<file path="config.mk">
export PLATFORM = sky130hd
export DESIGN_NAME = jtag_host_engine
export DESIGN_NICKNAME = d
export VERILOG_FILES = /design/src/rtl/jtag_host_engine.sv
export SDC_FILE = /design/constraint.sdc
export NUM_CORES = 1
export LEC_CHECK = 0
export BUFFER_PORTS_ARGS = -buffer_cell sky130_fd_sc_hd__clkbuf_2
export CAP_MARGIN = 25
export CORE_MARGIN = 1.5
export CORE_UTILIZATION = 63
export DETAILED_ROUTE_END_ITERATION = 8
export PLACE_DENSITY = 0.93
export SLEW_MARGIN = 0
export SYNTH_ARGS = -nofsm -noshare
export SYNTH_HDL_FRONTEND = slang
export SYNTH_SLANG_ARGS = --single-unit
</file>
<file path="constraint.sdc">
create_clock -name TCK -period 6.1 [get_ports TCK]
set_clock_uncertainty 0.1 [all_clocks]
set_input_delay 0.305 -clock TCK [delete_from_list [all_inputs] [get_ports TCK]]
set_output_delay 0.305 -clock TCK [all_outputs]
set_load 0.02 [all_outputs]
</file>
<file path="src/rtl/jtag_host_engine.sv">
// JTAG host: turns DR/IR-scan and TAP-reset commands into TCK/TMS/TDI pin sequences
// and returns the captured TDO bits as a response.
//
// state   | meaning
// RST_SEQ | 5 periods TMS=1 then 1 period TMS=0, target ends in Run-Test/Idle
// IDLE    | ready for a command, target parked in Run-Test/Idle
// HDR     | TMS walk from Run-Test/Idle to Shift-DR / Shift-IR
// SHIFT   | LEN periods of TDI out / TDO in, last one exits to Exit1
// TAIL    | Update then back to Run-Test/Idle
// RESP    | response held until RSP_READY
module jtag_host_engine #(
    parameter int MAX_LEN = 32,
    parameter int DIV     = 2,
    parameter int LEN_W   = $clog2(MAX_LEN + 1)
) (
    input  logic               TCK,
    input  logic               TRST,
    input  logic               CMD_VALID,
    output logic               CMD_READY,
    input  logic [1:0]         CMD_OP,
    input  logic [LEN_W-1:0]   CMD_LEN,
    input  logic [MAX_LEN-1:0] CMD_DATA,
    output logic               RSP_VALID,
    input  logic               RSP_READY,
    output logic [MAX_LEN-1:0] RSP_DATA,
    output logic               RSP_ERR,
    output logic               TCK_O,
    output logic               TMS_O,
    output logic               TDI_O,
    input  logic               TDO_I,
    output logic               BUSY
);

    localparam int DIV_W = (DIV > 1) ? $clog2(DIV) : 1;
    localparam int CNT_W = (LEN_W > 3) ? LEN_W : 3;

    typedef enum logic [2:0] {RST_SEQ, IDLE, HDR, SHIFT, TAIL, RESP} state_t;

    state_t             state, state_nxt;
    logic [DIV_W-1:0]   div_cnt;
    logic [CNT_W-1:0]   per_cnt, per_nxt;
    logic [LEN_W-1:0]   len_q;
    logic               op_ir, ir_nxt;
    logic [MAX_LEN-1:0] sh_q, rsp_q;
    logic               tck_q, tms_q, tdi_q, err_q;
    logic               busy, div_tc, tck_rise, tck_fall;
    logic               per_last, cmd_acc, cmd_bad, tms_nxt;

    assign busy     = (state == RST_SEQ) || (state == HDR) || (state == SHIFT) || (state == TAIL);
    assign div_tc   = (div_cnt == DIV_W'(DIV - 1));
    assign tck_rise = busy && div_tc && !tck_q;
    assign tck_fall = busy && div_tc && tck_q;
    assign cmd_acc  = (state == IDLE) && CMD_VALID;
    assign cmd_bad  = (CMD_OP == 2'b11) || (CMD_LEN == '0) || (CMD_LEN > LEN_W'(MAX_LEN));
    assign ir_nxt   = cmd_acc ? CMD_OP[0] : op_ir;

    always_comb begin
        per_last = 1'b0;
        case (state)
            RST_SEQ: per_last = (per_cnt == CNT_W'(5));
            HDR:     per_last = (per_cnt == (op_ir ? CNT_W'(3) : CNT_W'(2)));
            SHIFT:   per_last = (per_cnt == CNT_W'(len_q) - CNT_W'(1));
            TAIL:    per_last = (per_cnt == CNT_W'(1));
            default: per_last = 1'b0;
        endcase
    end

    always_comb begin
        state_nxt = state;
        case (state)
            IDLE: begin
                if (cmd_acc) begin
                    if (cmd_bad)                state_nxt = RESP;
                    else if (CMD_OP == 2'b10)   state_nxt = RST_SEQ;
                    else                        state_nxt = HDR;
                end
            end
            RST_SEQ: if (tck_fall && per_last) state_nxt = IDLE;
            HDR:     if (tck_fall && per_last) state_nxt = SHIFT;
            SHIFT:   if (tck_fall && per_last) state_nxt = TAIL;
            TAIL:    if (tck_fall && per_last) state_nxt = RESP;
            RESP:    if (RSP_READY)            state_nxt = IDLE;
            default: state_nxt = RST_SEQ;
        endcase
    end

    // period index and TMS level for the period that starts on this edge
    always_comb begin
        per_nxt = per_cnt;
        if (cmd_acc || (tck_fall && per_last))
            per_nxt = '0;
        else if (tck_fall)
            per_nxt = per_cnt + CNT_W'(1);
        tms_nxt = 1'b0;
        case (state_nxt)
            RST_SEQ: tms_nxt = (per_nxt < CNT_W'(5));
            HDR:     tms_nxt = (per_nxt == '0) || (ir_nxt && (per_nxt == CNT_W'(1)));
            SHIFT:   tms_nxt = (per_nxt == CNT_W'(len_q) - CNT_W'(1));
            TAIL:    tms_nxt = (per_nxt == '0);
            default: tms_nxt = 1'b0;
        endcase
    end

    always_ff @(posedge TCK or negedge TRST) begin
        if (!TRST) state <= RST_SEQ;
        else       state <= state_nxt;
    end

    always_ff @(posedge TCK or negedge TRST) begin
        if (!TRST) begin
            div_cnt <= '0;
            per_cnt <= '0;
            len_q   <= '0;
            op_ir   <= 1'b0;
            sh_q    <= '0;
            rsp_q   <= '0;
            tck_q   <= 1'b0;
            tms_q   <= 1'b1;
            tdi_q   <= 1'b0;
            err_q   <= 1'b0;
        end else begin
            if (busy) begin
                div_cnt <= div_tc ? '0 : div_cnt + DIV_W'(1);
                if (div_tc) tck_q <= !tck_q;
            end
            per_cnt <= per_nxt;
            if (cmd_acc || tck_fall) tms_q <= tms_nxt;
            // TDO enters at the top; the final shift right-aligns bit 0 to the first sample
            if (tck_rise && (state == SHIFT)) rsp_q <= {TDO_I, rsp_q[MAX_LEN-1:1]};
            if (tck_fall) begin
                if (state_nxt == SHIFT) begin
                    tdi_q <= sh_q[0];
                    sh_q  <= sh_q >> 1;
                end else begin
                    tdi_q <= 1'b0;
                end
                if ((state == SHIFT) && per_last)
                    rsp_q <= rsp_q >> (LEN_W'(MAX_LEN) - len_q);
            end
            if (cmd_acc) begin
                div_cnt <= '0;
                rsp_q   <= '0;
                err_q   <= cmd_bad;
                len_q   <= CMD_LEN;
                op_ir   <= CMD_OP[0];
                sh_q    <= CMD_DATA;
            end
            if ((state == RESP) && RSP_READY) err_q <= 1'b0;
        end
    end

    assign CMD_READY = (state == IDLE);
    assign RSP_VALID = (state == RESP);
    assign RSP_DATA  = rsp_q;
    assign RSP_ERR   = err_q;
    assign BUSY      = busy;
    assign TCK_O     = tck_q;
    assign TMS_O     = tms_q;
    assign TDI_O     = tdi_q;

endmodule
</file>
* Yosys cells after proc, flatten, opt, wreduce, memory -nomap -nowiden
Index checks and enable logic that the tools add are counted.
Operators by class: add/subtract/negate cells 4, $lt $le $gt $ge 2, equality and inequality tests 16, shift operators 1, muxes and demuxes 28, reductions and logical operators 28
Operators with widths (number):
- 32-bit two-way mux | 7
- 32-bit by 6-bit >> shifter with 32-bit output | 1
- 3-bit two-way mux | 7
- 3-bit case mux with 6 select lines | 1
- 3-bit by 2-bit equality test with 1-bit output, second input constant | 4
- 6-bit by 1-bit equality test with 1-bit output, second input constant | 2
- 6-bit equality test | 2
- 6-bit logical NOT | 2
- 6-bit two-way mux | 2
- 3-bit equality test, second input constant | 3
- 1-bit logical AND | 9
- 1-bit logical OR | 8
- 1-bit two-way mux | 8
- 1-bit case mux with 4 select lines | 2
- 2-bit nonzero test | 4
- 6-bit by 1-bit adder with 6-bit output, second input constant | 1
- 6-bit by 2-bit equality test with 1-bit output | 1
- 6-bit by 3-bit equality test with 1-bit output, second input constant | 1
- 6-bit > comparator, second input constant | 1
- 3-bit logical NOT | 2
- 6-bit by 3-bit less-than comparator with 1-bit output, second input constant | 1
- 6-bit by 1-bit subtractor with 6-bit output, second input constant | 1
- 6-bit subtractor, first input constant | 1
- 2-bit equality test, second input constant | 2
- other kinds (5) | 6
Storage, ports and cells: bits in registers 85, bits of input ports 45, output and inout bits 39, logic and storage cells 90

* Longest topological paths before layout
depth after elaboration 13, gate-level depth with buffers 15, gate-level depth less buffers 10

* Least setup slack after synthesis
Ideal clock, no wire load.
path kind reg2reg, start register len_q[0], end register sh_q[0], library setup time 126 ps, arrival time 3572 ps, required time 5874 ps, path slack 2302 ps, stages on the path, launching flop included 14, path buffers 4, period minus slack after synthesis 3798 ps, cell sequence dfrtp_1 > buf_2 > buf_1 > inv_1 > ha_1 > xor2_1 > o22ai_1 > xnor2_1 > a2111oi_4 > a21oi_1 > o211a_1 > buf_4 > buf_2 > a221o_1
On the way: longest elaborated chain between the ends 9, elaborated cells between the ends (all ways) 12, those cells by class add/sub: 1; eq/ne: 2; mux: 6; reduce/logical: 3
RTL lines:
- start, declared | line 42 | logic [LEN_W-1:0] len_q;
- start signal, assigned | line 113 | len_q <= '0;
- start signal, assigned | line 144 | len_q <= CMD_LEN;
- 6-bit by 1-bit subtractor with 6-bit output (*) | line 62 | SHIFT: per_last = (per_cnt == CNT_W'(len_q) - CNT_W'(1));
- 6-bit equality test (*) | line 62
- 1-bit case mux with 4 select lines (*) | line 59 | case (state)
- 1-bit logical AND (*)
- 3-bit two-way mux, on equally long branches
- 3-bit case mux with 6 select lines (*) | line 70 | case (state)
- 3-bit by 2-bit equality test with 1-bit output (*) | line 131 | if (state_nxt == SHIFT) begin
- 2-bit nonzero test (no source line) (*)
- 2-bit AND reduction (no source line) (*)
- end signal, assigned | line 133 | sh_q <= sh_q >> 1;
- end, declared | line 44 | logic [MAX_LEN-1:0] sh_q, rsp_q;
Mark *: on every way between the ends. The rest lies on a longest branch, timed or not. A chain may end at the register's enable or synchronous reset.

* Final worst setup path
start register len_q[2], end register rsp_q[9], in the netlist RSP_DATA[9]
On the way: longest elaborated chain between the ends 7, elaborated cells between the ends (all ways) 9, those cells by class add/sub: 2; eq/ne: 1; shift: 1; mux: 4; reduce/logical: 1
RTL lines:
- parallel branches: the longest is 4 deep, another holds 6-bit subtractor
- 32-bit two-way mux (*) | line 137 | if ((state == SHIFT) && per_last)
- 32-bit two-way mux (*) | line 130 | if (tck_fall) begin
- 32-bit two-way mux (*) | line 140 | if (cmd_acc) begin
- end signal, assigned | line 129 | if (tck_rise && (state == SHIFT)) rsp_q <= {TDO_I, rsp_q[MAX_LEN-1:1]};
- end signal, assigned | line 138 | rsp_q <= rsp_q >> (LEN_W'(MAX_LEN) - len_q);
- end, declared | line 44
Mark *: on every way between the ends.

==> flow_summary_export.csv <==
group,metric,value,unit
status,run_status,"completed",
logic_synthesis,synth_top_cell_area_share,34.9,%
logic_synthesis,synthFlopType,"dfrtp_1",
drt,routed.top_layer,"met4",
worst_setup_path,critical_path_arrival,4.46,ns
global_route,grt_pass1_vias,5285,
logic_synthesis,yosys_warnings,0,
clocking,cts_buffer_depth,2,
pwr,seqPwrFrac,27.0,%
logic_synthesis,synth_nets,719,
pwr,pwr-share-clk,10.8,%
logic_synthesis,yosys.area_share.xor_xnor,3.65,%
logic_synthesis,synthTopCellsByArea,"dfrtp_1 35%, mux2i_1 10%, nand2_1 6.5%, nor2_1 6.4%, mux4_2 6.0%",
drt,dr_wl_met3,1.40,mm
clocking,htreeDepth,3,
worst_setup_path,crit_required,6.30,ns
sta,worst_slack,1.84,ns
global_route,antenna_found_initial,0,
floorplanning,core_area,9240,sq um
clocking,cts_buffers,9,
floorplanning,chipHeight,101,um
clocking,cts_root_buf,"clkbuf_8",
floorplanning,die-area,10200,sq um
sta,max_freq,235,MHz
global_route,grt_max_degree,86,
sta,fin_crit,4.26,ns
worst_setup_path,critPathKind,"reg -> reg",
place,finalWeightedCongestion,0.994,
layout,synthToLayoutAreaGrowth,11.2,%
drt,drc,0,
flow_run,maxCapViolCount,0,
logic_synthesis,async_reset_ff_share,100,%
drt,ant_nets,0,
clocking,cts.clk_slew.worst_paths,0.10,ns
clocking,cts_sinks,85,
pwr,powerDensity,565,nW/um^2
clocking,cts_setup_buffers,0,
floorplanning,initial_core_util,65.2,%
pwr,p_sw_share,52.3,%
logic_synthesis,synth_edf_count,0,
clocking,cts_tree,"yes",
drt,routed_via_density,6.63,
drt,num_vias,5686,
layout,diodes,0,
worst_setup_path,path_max_fanout,37,
sta,rsz0062_at_grt,"false",
layout,final_common_cell,"nand2_1",
drt,wirelength_met1,6.68,mm
logic_synthesis,synth_top_family_by_area,"simple AND/OR/NAND/NOR gates",
sta,setup_viol,0,
drt,avgRoutedWirePerCell,19.3,um
worst_hold_path,min_path_cells,2,
logic_synthesis,synthCells,672,
logic_synthesis,synthAdderAreaFrac,0.415,%
logic_synthesis,synth_area,6030,sq um
global_route,grt_use_total,33.7,%
logic_synthesis,synth_area_per_cell,8.97,sq um
drt,dr.pass1.iters,5,
place,hpwl,11.1,mm
layout,layout-drive-gt1-share,19.8,%
place,dp_slack,1.61,ns
layout,stdcell_count,858,
global_route,grt_pass1_wl,26.6,mm
sta,setup_tns,0,ns
pwr,p_switching,1.98,mW
layout,fin_util,72.5,%
layout,nFillCells,727,
logic_synthesis,synth-compound-area-share,19.1,%
logic_synthesis,synthSimpleGateAreaFrac,19.4,%
logic_synthesis,synth_mux_area_share,17.8,%
worst_setup_path,rr_worst_depth,8,
pwr,p_int,1.81,mW
pwr,power_leakage,3.32,nW
layout,layout.nets,771,
sta,slew_headroom,29.7,%
sta,finalCritPeriodShare,69.8,%
place,placedCellCount,839,
drt,route.met2.wl,7.99,mm
logic_synthesis,synth_top_area_cell,"dfrtp_1",
logic_synthesis,yosys_register_bits,85,
floorplanning,die_x,101,um
sta,tightest_slew,1.05,ns
layout,final_cell_mix,"104 x nand2_1, 103 x nor2_1, 83 x dfrtp_1",
pwr,power_frac_comb,62.2,%
sta,worst_hold_slack,0.0234,ns
worst_hold_path,min_path_type,"in -> reg",
sta,slew_viol_final,0,
drt,wirelength,16.6,mm
global_route,overflow,0,
place,io_buffer_count,83,
logic_synthesis,seq_area_frac_synth,35.3,%
floorplanning,std_cell_rows,35,
sta,hold_viol,0,
drt,drt_iter0_drc,481,
clocking,clk_latency,0.38,ns
worst_setup_path,end_kind,"flop",
floorplanning,io_pins,84,
pwr,ir_drop,0.000321,V
worst_setup_path,start_kind,"flop",
logic_synthesis,ys_types,60,
per-layer routing:
metal  vias up  GRT usage, %
li1       2581             -
met1      2736          46.1
met2       320          52.3
met3        49          6.73
met4         0          14.7
met5         -             0
flip-flops by register name, indices dropped and copies added, names as in the netlist:
register	flops
RSP_DATA	32
sh_q	32
len_q	6
per_cnt	6
state	3
RSP_ERR	1
TCK_O	1
TDI_O	1
TMS_O	1
div_cnt	1
op_ir	1
cell type report:
| cell class | instances | area [sq um] | area share, % |
|---|---|---|---|
| inverters | 7 | 26.3 | 0.392 |
| clock inverters | 7 | 75.1 | 1.12 |
| repair buffers | 94 | 536 | 7.99 |
| well taps | 129 | 161 | 2.41 |
| flip-flops and latches | 85 | 2130 | 31.8 |
| clock buffers | 9 | 124 | 1.85 |
| multi-input cells | 527 | 3650 | 54.5 |
critical path: stages, from the launching register on:
cell       delay, ns
dfrtp_1         0.51
nor3_4          0.43
xor2_4          0.74
nand3_2         0.19
a2111oi_4       0.66
and3_1          0.79
nand2_1         0.35
o22a_1          0.30
nor2_1          0.12
per-stage QoR:
step | area, sq um | power, mW
CTS | 6650 | 3.70
global placement | 6450 | 3.20
finish | 6700 | 3.79
detailed placement | 6450 | 3.28
global route | 6700 | 4.03
floorplan | 6030 | 2.69
synth_stat cells, types with 4 or more instances:
library cell and instances:
mux2i_1 61, and3_1 7, a211oi_1 14, nor3_1 8
nor2b_1 6, a221oi_1 7, nor2_1 103, a32oi_1 5
inv_1 7, dfrtp_1 84, mux2_2 8, o22a_1 8
o211ai_1 4, o21ai_0 14, nand2_1 104, nand3_1 11
a21oi_1 23, mux4_2 16, clkbuf_1 32, buf_1 4
a31oi_1 22, buf_2 13, xor2_1 4, a221o_1 33
xnor2_1 18, buf_4 4
power by group through the flow:
stage	logic, mW	clock network (mW)	registers (mW)
floorplan	1.68	0	1.01
global placement	2.15	0	1.05
detailed placement	2.21	0	1.07
CTS	2.23	0.410	1.06
global route	2.54	0.436	1.05
finish	2.36	0.409	1.02
cells by family after synthesis:
kind of cell    after synthesis
flops                        85
xor+xnor                     23
buf+inv                      60
simple gates                266
compound gates              150
fa+ha+maj                     2
mux                          86
path summary, 6_finish.rpt:
kind                                 from  slack, ns           end
min in group asynchronous            TRST       0.33  RSP_DATA[25]
worst min-delay path            RSP_READY       0.02       RSP_ERR
worst min register to register    sh_q[0]       0.41         TDI_O
worst max-delay path             len_q[2]       1.84   RSP_DATA[9]
worst max register to register   len_q[2]       1.84   RSP_DATA[9]
max in group asynchronous            TRST       4.94      len_q[0]
repair_timing:
item / CTS / global route
hold buffers: 0 / 1
endpoints found under the hold margin: 0 / 35
gates resized for setup: 0 / 0
No activity file was read; power rests on OpenSTA's default activity.
